File: src/rtl/ctrl_pkg.sv
// Shared types and constants for the multi-cycle RV32I control sequencer.
package ctrl_pkg;

  typedef enum logic [2:0] {
    ST_RST    = 3'd0,
    ST_FETCH  = 3'd1,
    ST_DECODE = 3'd2,
    ST_EXEC   = 3'd3,
    ST_MEM    = 3'd4,
    ST_WB     = 3'd5,
    ST_TRAP   = 3'd6
  } state_e;

  localparam logic [6:0] OPC_LOAD   = 7'b0000011;
  localparam logic [6:0] OPC_STORE  = 7'b0100011;
  localparam logic [6:0] OPC_BRANCH = 7'b1100011;
  localparam logic [6:0] OPC_JAL    = 7'b1101111;
  localparam logic [6:0] OPC_JALR   = 7'b1100111;
  localparam logic [6:0] OPC_OP     = 7'b0110011;
  localparam logic [6:0] OPC_OPIMM  = 7'b0010011;
  localparam logic [6:0] OPC_LUI    = 7'b0110111;
  localparam logic [6:0] OPC_AUIPC  = 7'b0010111;

  typedef enum logic [3:0] {
    IC_LOAD, IC_STORE, IC_BRANCH, IC_JAL, IC_JALR,
    IC_OP, IC_OPIMM, IC_LUI, IC_AUIPC
  } iclass_e;

  localparam logic [1:0] WB_ALU = 2'd0;
  localparam logic [1:0] WB_MEM = 2'd1;
  localparam logic [1:0] WB_PC4 = 2'd2;

endpackage

File: src/rtl/ctrl_decode.sv
// Opcode classifier: maps IR[6:0] to an instruction class plus a legal bit.
module ctrl_decode
  import ctrl_pkg::*;
(
  input  logic [6:0] opcode,
  output iclass_e    iclass,
  output logic       legal
);

  // unknown opcodes fall through to legal=0; class is don't-care then
  always_comb begin
    iclass = IC_OP;
    legal  = 1'b1;
    case (opcode)
      OPC_LOAD:   iclass = IC_LOAD;
      OPC_STORE:  iclass = IC_STORE;
      OPC_BRANCH: iclass = IC_BRANCH;
      OPC_JAL:    iclass = IC_JAL;
      OPC_JALR:   iclass = IC_JALR;
      OPC_OP:     iclass = IC_OP;
      OPC_OPIMM:  iclass = IC_OPIMM;
      OPC_LUI:    iclass = IC_LUI;
      OPC_AUIPC:  iclass = IC_AUIPC;
      default:    legal  = 1'b0;
    endcase
  end

endmodule

File: src/rtl/multicycle_ctrl.sv
// Multi-cycle control FSM: fetch/decode/exec/mem/wb sequencing, memory
// handshake with timeout, and sticky trap flags.
module multicycle_ctrl
  import ctrl_pkg::*;
#(
  parameter int MEM_WAIT_MAX = 15
) (
  input  logic        i_clk,
  input  logic        i_rst_n,
  input  logic [31:0] i_instr,
  input  logic        i_br_taken,
  input  logic        i_mem_ready,
  output logic        o_mem_req,
  output logic        o_mem_we,
  output logic        o_addr_sel,
  output logic        o_ir_we,
  output logic        o_pc_we,
  output logic        o_pc_sel,
  output logic        o_alu_a_sel,
  output logic        o_alu_b_sel,
  output logic        o_aluout_we,
  output logic        o_rf_we,
  output logic [1:0]  o_wb_sel,
  output logic        o_illegal,
  output logic        o_bus_err,
  output logic [2:0]  o_state
);

  localparam int             CW        = $clog2(MEM_WAIT_MAX + 1);
  localparam logic [CW-1:0]  WAIT_LAST = CW'(MEM_WAIT_MAX - 1);

  state_e        state, state_nxt;
  iclass_e       iclass, dec_class;
  logic          dec_legal;
  logic [CW-1:0] wait_cnt;
  logic          illegal, bus_err, set_ill, set_berr;
  logic          wait_last;
  logic          instr_unused;

  // only the opcode field is decoded here; the rest belongs to the datapath
  assign instr_unused = ^i_instr[31:7];

  ctrl_decode u_dec (
    .opcode (i_instr[6:0]),
    .iclass (dec_class),
    .legal  (dec_legal)
  );

  assign wait_last = (wait_cnt == WAIT_LAST) && !i_mem_ready;
  assign o_illegal = illegal;
  assign o_bus_err = bus_err;
  assign o_state   = state;

  // state, latched class, request wait counter and sticky trap flags
  always_ff @(posedge i_clk or negedge i_rst_n) begin
    if (!i_rst_n) begin
      state    <= ST_RST;
      iclass   <= IC_OP;
      wait_cnt <= '0;
      illegal  <= 1'b0;
      bus_err  <= 1'b0;
    end else begin
      state <= state_nxt;
      if (state == ST_DECODE) iclass <= dec_class;
      if (set_ill)  illegal <= 1'b1;
      if (set_berr) bus_err <= 1'b1;
      // restart the wait budget on every entry to a requesting state
      if (state_nxt != state && (state_nxt == ST_FETCH || state_nxt == ST_MEM))
        wait_cnt <= '0;
      else if (o_mem_req && !i_mem_ready)
        wait_cnt <= wait_cnt + 1'b1;
    end
  end

  // next state and datapath controls, all decoded from the current state
  always_comb begin
    state_nxt   = state;
    o_mem_req   = 1'b0;
    o_mem_we    = 1'b0;
    o_addr_sel  = 1'b0;
    o_ir_we     = 1'b0;
    o_pc_we     = 1'b0;
    o_pc_sel    = 1'b0;
    o_alu_a_sel = 1'b0;
    o_alu_b_sel = 1'b0;
    o_aluout_we = 1'b0;
    o_rf_we     = 1'b0;
    o_wb_sel    = WB_ALU;
    set_ill     = 1'b0;
    set_berr    = 1'b0;
    unique case (state)
      ST_RST: state_nxt = ST_FETCH;
      ST_FETCH: begin
        o_mem_req = 1'b1;
        if (i_mem_ready) begin
          o_ir_we   = 1'b1;
          state_nxt = ST_DECODE;
        end else if (wait_last) begin
          set_berr  = 1'b1;
          state_nxt = ST_TRAP;
        end
      end
      ST_DECODE: begin
        if (dec_legal) state_nxt = ST_EXEC;
        else begin
          set_ill   = 1'b1;
          state_nxt = ST_TRAP;
        end
      end
      ST_EXEC: begin
        o_aluout_we = 1'b1;
        o_alu_a_sel = iclass inside {IC_AUIPC, IC_JAL, IC_BRANCH};
        o_alu_b_sel = (iclass != IC_OP);
        if (iclass == IC_BRANCH) begin
          o_pc_we   = 1'b1;
          o_pc_sel  = i_br_taken;
          state_nxt = ST_FETCH;
        end else if (iclass inside {IC_LOAD, IC_STORE}) begin
          state_nxt = ST_MEM;
        end else begin
          state_nxt = ST_WB;
        end
      end
      ST_MEM: begin
        o_mem_req  = 1'b1;
        o_addr_sel = 1'b1;
        o_mem_we   = (iclass == IC_STORE);
        if (i_mem_ready) begin
          if (iclass == IC_STORE) begin
            o_pc_we   = 1'b1;
            state_nxt = ST_FETCH;
          end else begin
            state_nxt = ST_WB;
          end
        end else if (wait_last) begin
          set_berr  = 1'b1;
          state_nxt = ST_TRAP;
        end
      end
      ST_WB: begin
        o_rf_we   = 1'b1;
        o_pc_we   = 1'b1;
        o_pc_sel  = iclass inside {IC_JAL, IC_JALR};
        if (iclass == IC_LOAD)                   o_wb_sel = WB_MEM;
        else if (iclass inside {IC_JAL, IC_JALR}) o_wb_sel = WB_PC4;
        state_nxt = ST_FETCH;
      end
      ST_TRAP: state_nxt = ST_TRAP;
      default: state_nxt = ST_RST;
    endcase
  end

endmodule

File: config.mk
export PLATFORM = sky130hd
export DESIGN_NAME = multicycle_ctrl
export DESIGN_NICKNAME = d
export VERILOG_FILES = /design/src/rtl/ctrl_pkg.sv /design/src/rtl/ctrl_decode.sv /design/src/rtl/multicycle_ctrl.sv
export SDC_FILE = /design/constraint.sdc
export NUM_CORES = 1
export LEC_CHECK = 0
export ABC_AREA = 0
export BUFFER_PORTS_ARGS = -buffer_cell sky130_fd_sc_hd__buf_2
export CAP_MARGIN = 20
export CORE_ASPECT_RATIO = 1.75
export CORE_MARGIN = 2
export CORE_UTILIZATION = 25
export CTS_BUF_LIST = sky130_fd_sc_hd__clkbuf_16
export CTS_CLUSTER_SIZE = 28
export DETAILED_ROUTE_END_ITERATION = 16
export HOLD_SLACK_MARGIN = 0.02
export PLACE_DENSITY = 0.59
export RECOVER_POWER = 25
export SKIP_CTS_REPAIR_TIMING = 1
export SLEW_MARGIN = 10
export SYNTH_ARGS = -nofsm -noshare
export SYNTH_HDL_FRONTEND = slang
export SYNTH_SLANG_ARGS = --single-unit
File: constraint.sdc
create_clock -name i_clk -period 2.3 [get_ports i_clk]
set_clock_uncertainty 0.1 [all_clocks]
set_input_delay 0.575 -clock i_clk [delete_from_list [all_inputs] [get_ports i_clk]]
set_output_delay 0.575 -clock i_clk [all_outputs]
set_load 0.01 [all_outputs]
==> results.yml <==
job:
  drv_cap: 0
clocking:
  cts_max_level: 1
  path_clk_slew_ps: 50
  numCtsBuffers: 3
  root_buffer: "clkbuf_16"
  clk_path_buf_depth: 2
  cts_sinks: 13
  cts_tree: "done"
  clk_latency_ps: 240
setup_path:
  r2r-start: "wait_cnt[0]$_DFFE_PN0P_"
  worstPathMaxFanout: 6
  path_class: "reg -> out"
  arrival_ps: 1600
  end_kind: "primary output"
  crit_chain: "nor4b_4 -> a21oi_1 -> o32ai_1 -> buf_2"
  r2r-end: "wait_cnt[3]$_DFFE_PN0P_"
  cpPeakStageDelay_ps: 580
  crit_required_ps: 1620
  cp-start-kind: "flip-flop"
  cpMaxStageDelayCell: "dfstp_2"
  reg2reg_depth: 7
  reg2reg_slack_ps: 350
drt:
  drtIter0Drc: 10
  routed_wl_um: 2530
  vias_per_cell: 5.09
  post_drt_wl_per_cell_um: 12.5
  first_pass_iters: 4
  num_vias: 1033
  route.detailed.drc: 0
  drtAntennaViolNets: 0
final_layout:
  fillers: 402
  mostFrequentLayoutCells: "buf_2, nor2_1, nand2_1"
  ff_latch_area_um2: 330
  area_growth_pct: 31.9
  multi_input_area_um2: 653
  diodes: 0
  layout_commonest_cell: "buf_2"
  fin_area_um2: 1330
  final_nets: 194
  drive_gt1_share_pct: 32.3
  final_cells: 203
  finalCoreUtilization_pct: 34.3
yosys:
  synth_top_area_share_pct: 27.4
  yosys_warnings: 0
  synth_edf_count: 0
  synth_cells: 126
  yosysTopAreaCell: "dfrtp_1"
  ys_async_sr_fraction_pct: 100
  synth_flop_cell: "dfrtp_1"
  yosysSeqAreaShare_pct: 32.6
  avgSynthCellArea_um2: 7.97
  syn-num-nets: 164
  syn_area_um2: 1000
  synth_seq_cells: 13
  synthTopCellsByArea: "dfrtp_1, nor2_1, dfstp_2, a21oi_1, nand2_1"
  synth_cell_types: 42
grt:
  antenna_found_initial: 0
  grt_use_met2_pct: 23.1
  met3_usage_pct: 1.19
  grt_pass1_wl_um: 4310
  grtUsageTotal_pct: 12.0
  gr-total-overflow: 0
  use_met1_pct: 12.5
  grt_max_degree: 14
  grt_pass1_vias: 1006
  busiest_layer: "met2"
sta:
  maxSlewHeadroom_pct: 53.9
  rsz0062_at_grt: "yes"
  tightest_slew_ps: 691
  finalSetupViolCount: 0
  drv_slew: 0
  whs_ps: 254
  setup_ws_ps: 25.1
  timing.final.crit_share_pct: 98.9
  hold_viol_final: 0
  min_period_ps: 2270
  max_freq_ghz: 0.440
floorplan:
  dieWidth_um: 51.9
  placementRows: 30
  io_pins: 53
  die_h_um: 87.9
  die-area_um2: 4560
  core_um2: 3870
  start_util_pct: 26.0
power:
  powerDensity_nw_per_um2: 1060
  power_switching_w: 0.000543
  pwr-share-seq_pct: 31.7
  p_leak_nw: 0.609
  switching_share_pct: 38.8
  power.internal_w: 0.000855
  p_clk_share_pct: 23.2
  ir_drop_mv: 0.448
  comb_power_share_pct: 45.1
placed_design:
  dpl.hpwl_um: 1990
  dp.cells: 197
  dp_slack_ps: 88.1
  place.gp.congestion: 0.773
  dpl_cell_area_um2: 1190
  portBuffers: 27
worst_hold_path:
  hold_path_class: "in -> async"
run_status:
  outcome: "completed"
worst max path at each step:
| stage | startpoint | endpoint | slack (ps) | depth (start not counted) |
|---|---|---|---|---|
| after floorplan | iclass[2]$_DFFE_PN1P_ | o_mem_we | 180 | 3 |
| after global placement | iclass[0]$_DFFE_PN1P_ | o_pc_we | 100 | 4 |
| after detailed placement | iclass[0]$_DFFE_PN1P_ | o_mem_we | 90 | 3 |
| after CTS | iclass[0]$_DFFE_PN1P_ | o_mem_we | -170 | 3 |
| after global routing | iclass[0]$_DFFE_PN1P_ | o_pc_we | -50 | 4 |
| final | iclass[0]$_DFFE_PN1P_ | o_pc_we | 30 | 4 |
flip-flops by register name, summed over array words and instances, names as in the netlist:
signal     cells
iclass         4
wait_cnt       4
o_state        3
o_bus_err      1
o_illegal      1
critical path, delay by kind of cell (launching register included):
family / cells / cell delay, ps
flops: 1 / 580
compound gates: 2 / 360
buf+inv: 1 / 180
simple gates: 1 / 240
cell families (layout without fill, tap and decap cells):
| kind of cell | count (synthesis) | count (layout) | share of synthesized area [%] |
|---|---|---|---|
| and+or+nand+nor | 59 | 59 | 31.6 |
| AOI/OAI and AO/OA | 31 | 31 | 21.4 |
| buffers and inverters | 15 | 44 | 5.85 |
| DFF | 13 | 13 | 32.6 |
| xor gates and xnor gates | 4 | 4 | 3.49 |
| adders and majority gates | 2 | 2 | 2.49 |
| muxes | 2 | 2 | 2.49 |
Yosys cell counts, types with 2 or more instances:
| master | count |
|---|---|
| clkbuf_1 | 5 |
| nor3_1 | 5 |
| nand2_1 | 10 |
| nor4b_1 | 3 |
| buf_2 | 2 |
| o22ai_1 | 4 |
| nand3_1 | 4 |
| nor2_1 | 17 |
| nor2b_1 | 2 |
| nor3b_1 | 3 |
| o21ai_0 | 4 |
| xor2_1 | 3 |
| nand2b_1 | 5 |
| dfrtp_1 | 11 |
| a31oi_1 | 2 |
| ha_1 | 2 |
| inv_1 | 8 |
| dfstp_2 | 2 |
| a21oi_1 | 9 |
| nand3b_1 | 3 |
cell type report:
type | count | share of cell area, %
Multi-Input combinational cell | 98 | 49.3
Clock buffer | 3 | 5.67
Tap cell | 48 | 4.53
Clock inverter | 1 | 0.378
Sequential cell | 13 | 24.9
Timing Repair Buffer | 32 | 12.9
Inverter | 8 | 2.27
through the flow:
step                      power [W]  TNS, ps
after detailed placement    0.00103        0
after global routing        0.00150    -60.8
after floorplan            0.000836        0
final                       0.00140        0
after CTS                   0.00137     -325
after global placement      0.00103        0
power by group through the flow:
stage	sequential, W	clock, W	combinational (W)
floorplan	0.000400	0	0.000436
global placement	0.000434	0	0.000596
detailed placement	0.000435	0	0.000600
CTS	0.000432	0.000334	0.000603
global route	0.000456	0.000342	0.000705
finish	0.000444	0.000324	0.000630
layer usage:
metal | share of wire (%) | vias to the layer above
li1 | - | 509
met1 | 36 | 509
met2 | 60 | 13
met3 | 2.7 | 2
met4 | 0.67 | 0
met5 | 0 | -
Note: power is estimated with default switching activity, not from simulation.
